--- src/rtl/mem_port_arbiter_if.sv ---
`default_nettype none
// ============================================================================
//  Module      : mem_port_arbiter_if
//  Description : Bundle of requester-side and memory-side signals for the
//                two-port memory arbiter. The slave modport is the arbiter's
//                view; the master modport is the surrounding environment.
//  Revision    : 1.0 - initial release
// ============================================================================
interface mem_port_arbiter_if;
    // Instruction fetch port
    logic        i_req;
    logic [15:0] i_addr;
    logic        i_done;
    logic [15:0] i_data;
    logic        i_hit;
    logic        i_err;
    // Data memory port
    logic        d_rd;
    logic        d_wr;
    logic [15:0] d_addr;
    logic [15:0] d_wdata;
    logic        d_done;
    logic [15:0] d_rdata;
    logic        d_hit;
    logic        d_err;
    // Shared mem_system port
    logic [15:0] m_addr;
    logic [15:0] m_data_in;
    logic        m_rd;
    logic        m_wr;
    logic [15:0] m_data_out;
    logic        m_done;
    logic        m_hit;
    logic        m_err;
    // Status
    logic        busy;

    modport slave (
        input  i_req, i_addr,
        input  d_rd, d_wr, d_addr, d_wdata,
        input  m_data_out, m_done, m_hit, m_err,
        output i_done, i_data, i_hit, i_err,
        output d_done, d_rdata, d_hit, d_err,
        output m_addr, m_data_in, m_rd, m_wr,
        output busy
    );

    modport master (
        output i_req, i_addr,
        output d_rd, d_wr, d_addr, d_wdata,
        output m_data_out, m_done, m_hit, m_err,
        input  i_done, i_data, i_hit, i_err,
        input  d_done, d_rdata, d_hit, d_err,
        input  m_addr, m_data_in, m_rd, m_wr,
        input  busy
    );
endinterface
`default_nettype wire

--- src/rtl/mem_port_arbiter.sv ---
`default_nettype none
// ============================================================================
//  Module      : mem_port_arbiter
//  Description : Shares one mem_system port between an instruction fetch
//                requester and a data requester. One transaction at a time,
//                round-robin on ties, hang timeout and illegal-request error.
//  Revision    : 1.0 - initial release
// ============================================================================
module mem_port_arbiter #(
    parameter int TIMEOUT = 32,  // ISSUE plus WAIT cycles before a forced error
    parameter int CNT_W   = 6    // 2**CNT_W must exceed TIMEOUT
) (
    input  wire logic         clk,
    input  wire logic         rst,
    mem_port_arbiter_if.slave bus
);

    localparam logic [1:0] c_ST_IDLE  = 2'd0;
    localparam logic [1:0] c_ST_ISSUE = 2'd1;
    localparam logic [1:0] c_ST_WAIT  = 2'd2;
    localparam logic [1:0] c_ST_RESP  = 2'd3;

    localparam logic c_OWN_I = 1'b0;
    localparam logic c_OWN_D = 1'b1;
    localparam logic c_OP_RD = 1'b0;
    localparam logic c_OP_WR = 1'b1;

    // The counter already holds 1 when WAIT is entered, so reaching this value
    // means ISSUE plus TIMEOUT-1 WAIT cycles have elapsed.
    localparam logic [CNT_W-1:0] c_CNT_LAST = CNT_W'(TIMEOUT - 1);

    logic [1:0]       r_state;
    logic             r_owner;
    logic             r_last_grant;
    logic             r_op;
    logic [15:0]      r_addr;
    logic [15:0]      r_wdata;
    logic [15:0]      r_rdata;
    logic             r_hit;
    logic             r_err;
    logic [CNT_W-1:0] r_cnt;

    logic             w_req_i;
    logic             w_req_d;
    logic             w_grant_d;
    logic             w_illegal;
    logic [15:0]      w_rdata_cap;
    logic             w_mem_phase;
    logic             w_done_i;
    logic             w_done_d;

    assign w_req_i     = bus.i_req;
    assign w_req_d     = bus.d_rd | bus.d_wr;
    // Data wins when alone, or on a tie when instruction had the last grant.
    assign w_grant_d   = w_req_d & (~w_req_i | (r_last_grant == c_OWN_I));
    assign w_illegal   = bus.d_rd & bus.d_wr;
    // Writes return zero read data regardless of what mem_system drives.
    assign w_rdata_cap = (r_op == c_OP_RD) ? bus.m_data_out : 16'h0000;

    // Transaction sequencer: grant, issue, wait for Done or timeout, respond.
    always_ff @(posedge clk) begin
        if (rst) begin
            r_state      <= c_ST_IDLE;
            r_owner      <= c_OWN_I;
            r_last_grant <= c_OWN_I;
            r_op         <= c_OP_RD;
            r_addr       <= '0;
            r_wdata      <= '0;
            r_rdata      <= '0;
            r_hit        <= 1'b0;
            r_err        <= 1'b0;
            r_cnt        <= '0;
        end else begin
            case (r_state)
                c_ST_IDLE: begin
                    if (w_req_i || w_req_d) begin
                        r_cnt   <= '0;
                        r_rdata <= '0;
                        r_hit   <= 1'b0;
                        r_err   <= 1'b0;
                        if (w_grant_d) begin
                            r_owner      <= c_OWN_D;
                            r_last_grant <= c_OWN_D;
                            r_addr       <= bus.d_addr;
                            if (w_illegal) begin
                                // Read and write together: answer with an error, never touch memory.
                                r_op    <= c_OP_RD;
                                r_wdata <= '0;
                                r_err   <= 1'b1;
                                r_state <= c_ST_RESP;
                            end else begin
                                r_op    <= bus.d_wr ? c_OP_WR : c_OP_RD;
                                r_wdata <= bus.d_wr ? bus.d_wdata : 16'h0000;
                                r_state <= c_ST_ISSUE;
                            end
                        end else begin
                            r_owner      <= c_OWN_I;
                            r_last_grant <= c_OWN_I;
                            r_addr       <= bus.i_addr;
                            r_op         <= c_OP_RD;
                            r_wdata      <= '0;
                            r_state      <= c_ST_ISSUE;
                        end
                    end
                end
                c_ST_ISSUE: begin
                    r_cnt <= r_cnt + 1'b1;
                    if (bus.m_done) begin
                        r_rdata <= w_rdata_cap;
                        r_hit   <= bus.m_hit;
                        r_err   <= bus.m_err;
                        r_state <= c_ST_RESP;
                    end else begin
                        r_state <= c_ST_WAIT;
                    end
                end
                c_ST_WAIT: begin
                    if (bus.m_done) begin
                        r_rdata <= w_rdata_cap;
                        r_hit   <= bus.m_hit;
                        r_err   <= bus.m_err;
                        r_state <= c_ST_RESP;
                    end else if (r_cnt == c_CNT_LAST) begin
                        r_rdata <= '0;
                        r_hit   <= 1'b0;
                        r_err   <= 1'b1;
                        r_state <= c_ST_RESP;
                    end else begin
                        r_cnt <= r_cnt + 1'b1;
                    end
                end
                c_ST_RESP: begin
                    r_state <= c_ST_IDLE;
                end
                default: begin
                    r_state <= c_ST_IDLE;
                end
            endcase
        end
    end

    assign w_mem_phase = (r_state == c_ST_ISSUE) || (r_state == c_ST_WAIT);
    assign w_done_i    = (r_state == c_ST_RESP) && (r_owner == c_OWN_I);
    assign w_done_d    = (r_state == c_ST_RESP) && (r_owner == c_OWN_D);

    assign bus.m_rd      = (r_state == c_ST_ISSUE) && (r_op == c_OP_RD);
    assign bus.m_wr      = (r_state == c_ST_ISSUE) && (r_op == c_OP_WR);
    assign bus.m_addr    = w_mem_phase ? r_addr  : 16'h0000;
    assign bus.m_data_in = w_mem_phase ? r_wdata : 16'h0000;

    assign bus.i_done  = w_done_i;
    assign bus.i_data  = w_done_i ? r_rdata : 16'h0000;
    assign bus.i_hit   = w_done_i & r_hit;
    assign bus.i_err   = w_done_i & r_err;

    assign bus.d_done  = w_done_d;
    assign bus.d_rdata = w_done_d ? r_rdata : 16'h0000;
    assign bus.d_hit   = w_done_d & r_hit;
    assign bus.d_err   = w_done_d & r_err;

    assign bus.busy    = (r_state != c_ST_IDLE);

endmodule
`default_nettype wire

--- src/flat_wrapper.sv ---
// flat-port wrapper written by rule: the top's interface ports become plain ports
module mem_port_arbiter_flat 
#(
    parameter int TIMEOUT = 32,                                                 
    parameter int CNT_W   = 6                                   
)
  (clk, rst, bus_i_req, bus_i_addr, bus_d_rd, bus_d_wr, bus_d_addr, bus_d_wdata, bus_m_data_out, bus_m_done, bus_m_hit, bus_m_err, bus_i_done, bus_i_data, bus_i_hit, bus_i_err, bus_d_done, bus_d_rdata, bus_d_hit, bus_d_err, bus_m_addr, bus_m_data_in, bus_m_rd, bus_m_wr, bus_busy);
  mem_port_arbiter_if bus_i ();
  input  wire logic clk;
  input  wire logic rst;
  input wire logic [$bits(bus_i.i_req)-1:0] bus_i_req;
  input wire logic [$bits(bus_i.i_addr)-1:0] bus_i_addr;
  input wire logic [$bits(bus_i.d_rd)-1:0] bus_d_rd;
  input wire logic [$bits(bus_i.d_wr)-1:0] bus_d_wr;
  input wire logic [$bits(bus_i.d_addr)-1:0] bus_d_addr;
  input wire logic [$bits(bus_i.d_wdata)-1:0] bus_d_wdata;
  input wire logic [$bits(bus_i.m_data_out)-1:0] bus_m_data_out;
  input wire logic [$bits(bus_i.m_done)-1:0] bus_m_done;
  input wire logic [$bits(bus_i.m_hit)-1:0] bus_m_hit;
  input wire logic [$bits(bus_i.m_err)-1:0] bus_m_err;
  output wire logic [$bits(bus_i.i_done)-1:0] bus_i_done;
  output wire logic [$bits(bus_i.i_data)-1:0] bus_i_data;
  output wire logic [$bits(bus_i.i_hit)-1:0] bus_i_hit;
  output wire logic [$bits(bus_i.i_err)-1:0] bus_i_err;
  output wire logic [$bits(bus_i.d_done)-1:0] bus_d_done;
  output wire logic [$bits(bus_i.d_rdata)-1:0] bus_d_rdata;
  output wire logic [$bits(bus_i.d_hit)-1:0] bus_d_hit;
  output wire logic [$bits(bus_i.d_err)-1:0] bus_d_err;
  output wire logic [$bits(bus_i.m_addr)-1:0] bus_m_addr;
  output wire logic [$bits(bus_i.m_data_in)-1:0] bus_m_data_in;
  output wire logic [$bits(bus_i.m_rd)-1:0] bus_m_rd;
  output wire logic [$bits(bus_i.m_wr)-1:0] bus_m_wr;
  output wire logic [$bits(bus_i.busy)-1:0] bus_busy;
  assign bus_i.i_req = bus_i_req;
  assign bus_i.i_addr = bus_i_addr;
  assign bus_i.d_rd = bus_d_rd;
  assign bus_i.d_wr = bus_d_wr;
  assign bus_i.d_addr = bus_d_addr;
  assign bus_i.d_wdata = bus_d_wdata;
  assign bus_i.m_data_out = bus_m_data_out;
  assign bus_i.m_done = bus_m_done;
  assign bus_i.m_hit = bus_m_hit;
  assign bus_i.m_err = bus_m_err;
  assign bus_i_done = bus_i.i_done;
  assign bus_i_data = bus_i.i_data;
  assign bus_i_hit = bus_i.i_hit;
  assign bus_i_err = bus_i.i_err;
  assign bus_d_done = bus_i.d_done;
  assign bus_d_rdata = bus_i.d_rdata;
  assign bus_d_hit = bus_i.d_hit;
  assign bus_d_err = bus_i.d_err;
  assign bus_m_addr = bus_i.m_addr;
  assign bus_m_data_in = bus_i.m_data_in;
  assign bus_m_rd = bus_i.m_rd;
  assign bus_m_wr = bus_i.m_wr;
  assign bus_busy = bus_i.busy;
  mem_port_arbiter #(.TIMEOUT(TIMEOUT), .CNT_W(CNT_W)) u_core (.clk(clk), .rst(rst), .bus(bus_i));
endmodule
--- config.mk ---
export PLATFORM = sky130hd
export DESIGN_NAME = mem_port_arbiter_flat
export DESIGN_NICKNAME = d
export VERILOG_FILES = /design/src/rtl/mem_port_arbiter_if.sv /design/src/rtl/mem_port_arbiter.sv /design/src/flat_wrapper.sv
export SDC_FILE = /design/constraint.sdc
export NUM_CORES = 1
export LEC_CHECK = 0
export ABC_AREA = 1
export CORE_MARGIN = 5
export CORE_UTILIZATION = 40
export DETAILED_ROUTE_END_ITERATION = 12
export PLACE_DENSITY = 0.84
export SLEW_MARGIN = 20
export SYNTH_ARGS = -nofsm -noshare
export SYNTH_HDL_FRONTEND = slang
export SYNTH_SLANG_ARGS = --single-unit
--- constraint.sdc ---
create_clock -name clk -period 3.9 [get_ports clk]
set_input_delay 0.585 -clock clk [delete_from_list [all_inputs] [get_ports clk]]
set_output_delay 0.585 -clock clk [all_outputs]
set_load 0.01 [all_outputs]
==> summary.txt <==
STA
  • Setup TNS: 0 ns
  • Fin. max-slew vios: 0
  • Min Tclk post-route: 3.14 ns
  • Worst-Margin Slew: 0.990 ns
  • Hold slack final: 0.467 ns
  • Fmax achieved: 0.319 GHz
  • Skew final: 0.00880 ns
  • Final setup fails: 0
  • Final hold violations: 0
  • Unrepaired setup endpoints after global routing: no
  • Final period util: between 80% and 90%
  • Slew HR: around a third

Clocking
  • H-tree Lvls: 3
  • CTS tree: done
  • CTS Buf Count: 9
  • Clock Sinks: 60
  • Clk root buf: clkbuf_8
  • Hold buffer count at CTS: 0
  • Resized Gates After CTS: 0
  • Skew-Pair Late Insertion Delay: 0.33 ns
  • Clock-pin slew on the worst setup and hold paths: 0.07 ns
  • Post-CTS setup buffers: 0
  • Clock Tree Buf Depth: 2

GRT
  • Number of global-route vias before repair: 3490
  • Antenna violations before repair: 0
  • GRT Overall Usage: approximately a fifth
  • First-pass GRT wire length: 15900 um
  • Largest net degree at the start of global routing: 40
  • Grt total ovfl: 0

Synth
  • Top cells by area, synth: dfxtp_1 (37%), nand2_1 (13%), nor2_1 (12%), inv_1 (9.5%), a21oi_1 (8.5%)
  • Synth unique cells: 21
  • Top cell type's share of synthesized area: 36.9%
  • Syn_nets: between 500 and 600
  • Post-synth EDFFs: 0
  • Synthesized instance count: 520
  • Cell taking the most area after synthesis: dfxtp_1
  • Mean Syn Cell Area: 6.26 um2
  • Count leader, synth: nand2_1
  • List of most frequent post-synthesis cells: nand2_1 (110), nor2_1 (100), inv_1 (82)
  • Synth Warn #: 0
  • Cell Area, Synth: 3250 um2
  • Register area share after synthesis: ~37%
  • #FFs+latches synth: 60
  • Async S/R FF share, synth: 0%
  • Prevailing post-synth register cell: dfxtp_1

Power and ir drop
  • Sw Ratio: around 45%
  • Combinational Power Share: 50.4%
  • Worst vdd ir: 0.303 mV
  • Clock power frac: 16.8%
  • Power per cell area: 586 nW/um2
  • LEAKAGE: 2.21 nW
  • Net Switching: 0.00127 W
  • Int Pwr: 0.00159 W
  • Sequential cell fraction of total power: 32.8%
  • Total power: ~0.0029 W

Routing
  • Vias per cell: 4.85
  • DRC: 0
  • WL per Instance: around 13 um
  • Initial drt markers: 148
  • Routed WL: 10000 um
  • Final ANT Viol Nets: 0
  • Via count of the routed design: approximately 3700
  • DRT Pass-1 Iters: 4

Cells and area
  • Antenna Cells: 0
  • # nets final: about 730
  • Layout Utilization: slightly above 60%
  • Area growth syn-to-layout: 50.0%
  • FILL cells: about 740
  • Layout cells sized above 1: around 4.7%

Setup path
  • Setup Crit Path Kind: reg -> out
  • Max FO, Critical Path: 20
  • Critical path endpoint category: output pin
  • CP startpoint kind: register
  • Worst EP arrival: 2.55 ns
  • Worst R2R Path Depth: 10
  • Crit path required time: 3.31 ns

Place
  • RD Place Congestion: 0.846
  • Final HPWL DP: 7460 um
  • Port Buffers: 144

Floorplan
  • Num rows: 33
  • Initial core utilization: 40.4%
  • Die H: between 100 and 150 um
  • Area of the core: 8050 um2
  • Top Ports: 145
  • DIE AREA: 10000 um2
  • Die Width: around 100 um

Job
  • Max Cap Viol: 0

Run status
  • Status: finished, final reports clean

Worst hold path
  • HP Class: reg -> reg
  • Worst Hold Depth: 2
[sequential cells by signal (all words and copies together), names as in the netlist]
register	cells
u_core.r_addr	16
u_core.r_rdata	16
u_core.r_wdata	16
u_core.r_cnt	6
u_core.r_state	2
u_core.r_err	1
u_core.r_hit	1
u_core.r_op	1
u_core.r_owner	1
[final timing paths]
path | from | end | slack [ns]
max | u_core.r_state[1] | bus_m_data_in[10] | 0.76
min | u_core.r_wdata[8] | u_core.r_wdata[8] | 0.47
max reg2reg | u_core.r_state[1] | u_core.r_rdata[7] | 1.44
min reg2reg | u_core.r_wdata[8] | u_core.r_wdata[8] | 0.47
[final cells by class]
| cell class | instances | area, um2 | area share (%) |
|---|---|---|---|
| Sequential cell | 60 | 1200 | 24.6 |
| Tap cell | 105 | 131 | 2.69 |
| Multi-Input combinational cell | 347 | 1600 | 32.7 |
| Timing Repair Buffer | 147 | 1460 | 30.0 |
| Clock buffer | 10 | 138 | 2.82 |
| Inverter | 86 | 323 | 6.61 |
| Clock inverter | 5 | 28.8 | 0.590 |
[cell usage in the layout, fill, tap and decap left out, drive strengths merged]
| master | n |
|---|---|
| nor3 | 1 |
| clkdlybuf4s50 | 144 |
| nand4 | 17 |
| dfxtp | 60 |
| clkbuf | 10 |
| buf | 3 |
| nand3 | 10 |
| nor2 | 104 |
| nor3b | 1 |
| a21oi | 57 |
| clkinv | 6 |
| o21ai | 41 |
| ha | 6 |
| nand2 | 110 |
| inv | 85 |
[worst max-delay path: stages, from the launching register on]
cell,delay (ns)
dfxtp_1,0.41
inv_1,0.10
ha_1,0.67
buf_4,0.35
nand2_1,0.10
inv_1,0.06
clkdlybuf4s50_1,0.53
[power by group through the flow]
stage | clock [W] | combinational (W) | sequential (W)
6_report | 0.000480 | 0.00144 | 0.000937
2_1_floorplan | 0 | 0.000992 | 0.000914
3_3_place_gp | 0 | 0.00138 | 0.000942
5_1_grt | 0.000521 | 0.00161 | 0.000965
3_5_place_dp | 0 | 0.00144 | 0.000945
4_1_cts | 0.000490 | 0.00144 | 0.000934
[layer usage]
layer | up-vias | wire (um) | GRT usage [%]
met3 | 12 | 1030 | 5.70
met2 | 147 | 4700 | 33.0
li1 | 1864 | - | -
met4 | 0 | 135 | 6.53
met5 | - | 0 | 0
met1 | 1660 | 4170 | 22.7
[through the flow]
step           setup WS, ns  std cells  area, um2
2_1_floorplan          2.02        520       3250
3_3_place_gp           1.22        745       4710
3_5_place_dp           1.12        745       4710
4_1_cts               0.747        760       4880
5_1_grt               0.583        760       4880
6_report              0.763        760       4880
[kinds of logic after synthesis]
logic type / Yosys count / synth area share (%)
AOI/OAI and AO/OA: 98 / 15.8
buffers and inverters: 113 / 14.1
adders and majority gates: 6 / 2.31
and+or+nand+nor: 243 / 30.9
DFF: 60 / 36.9
(Power assumes the default switching activity.)
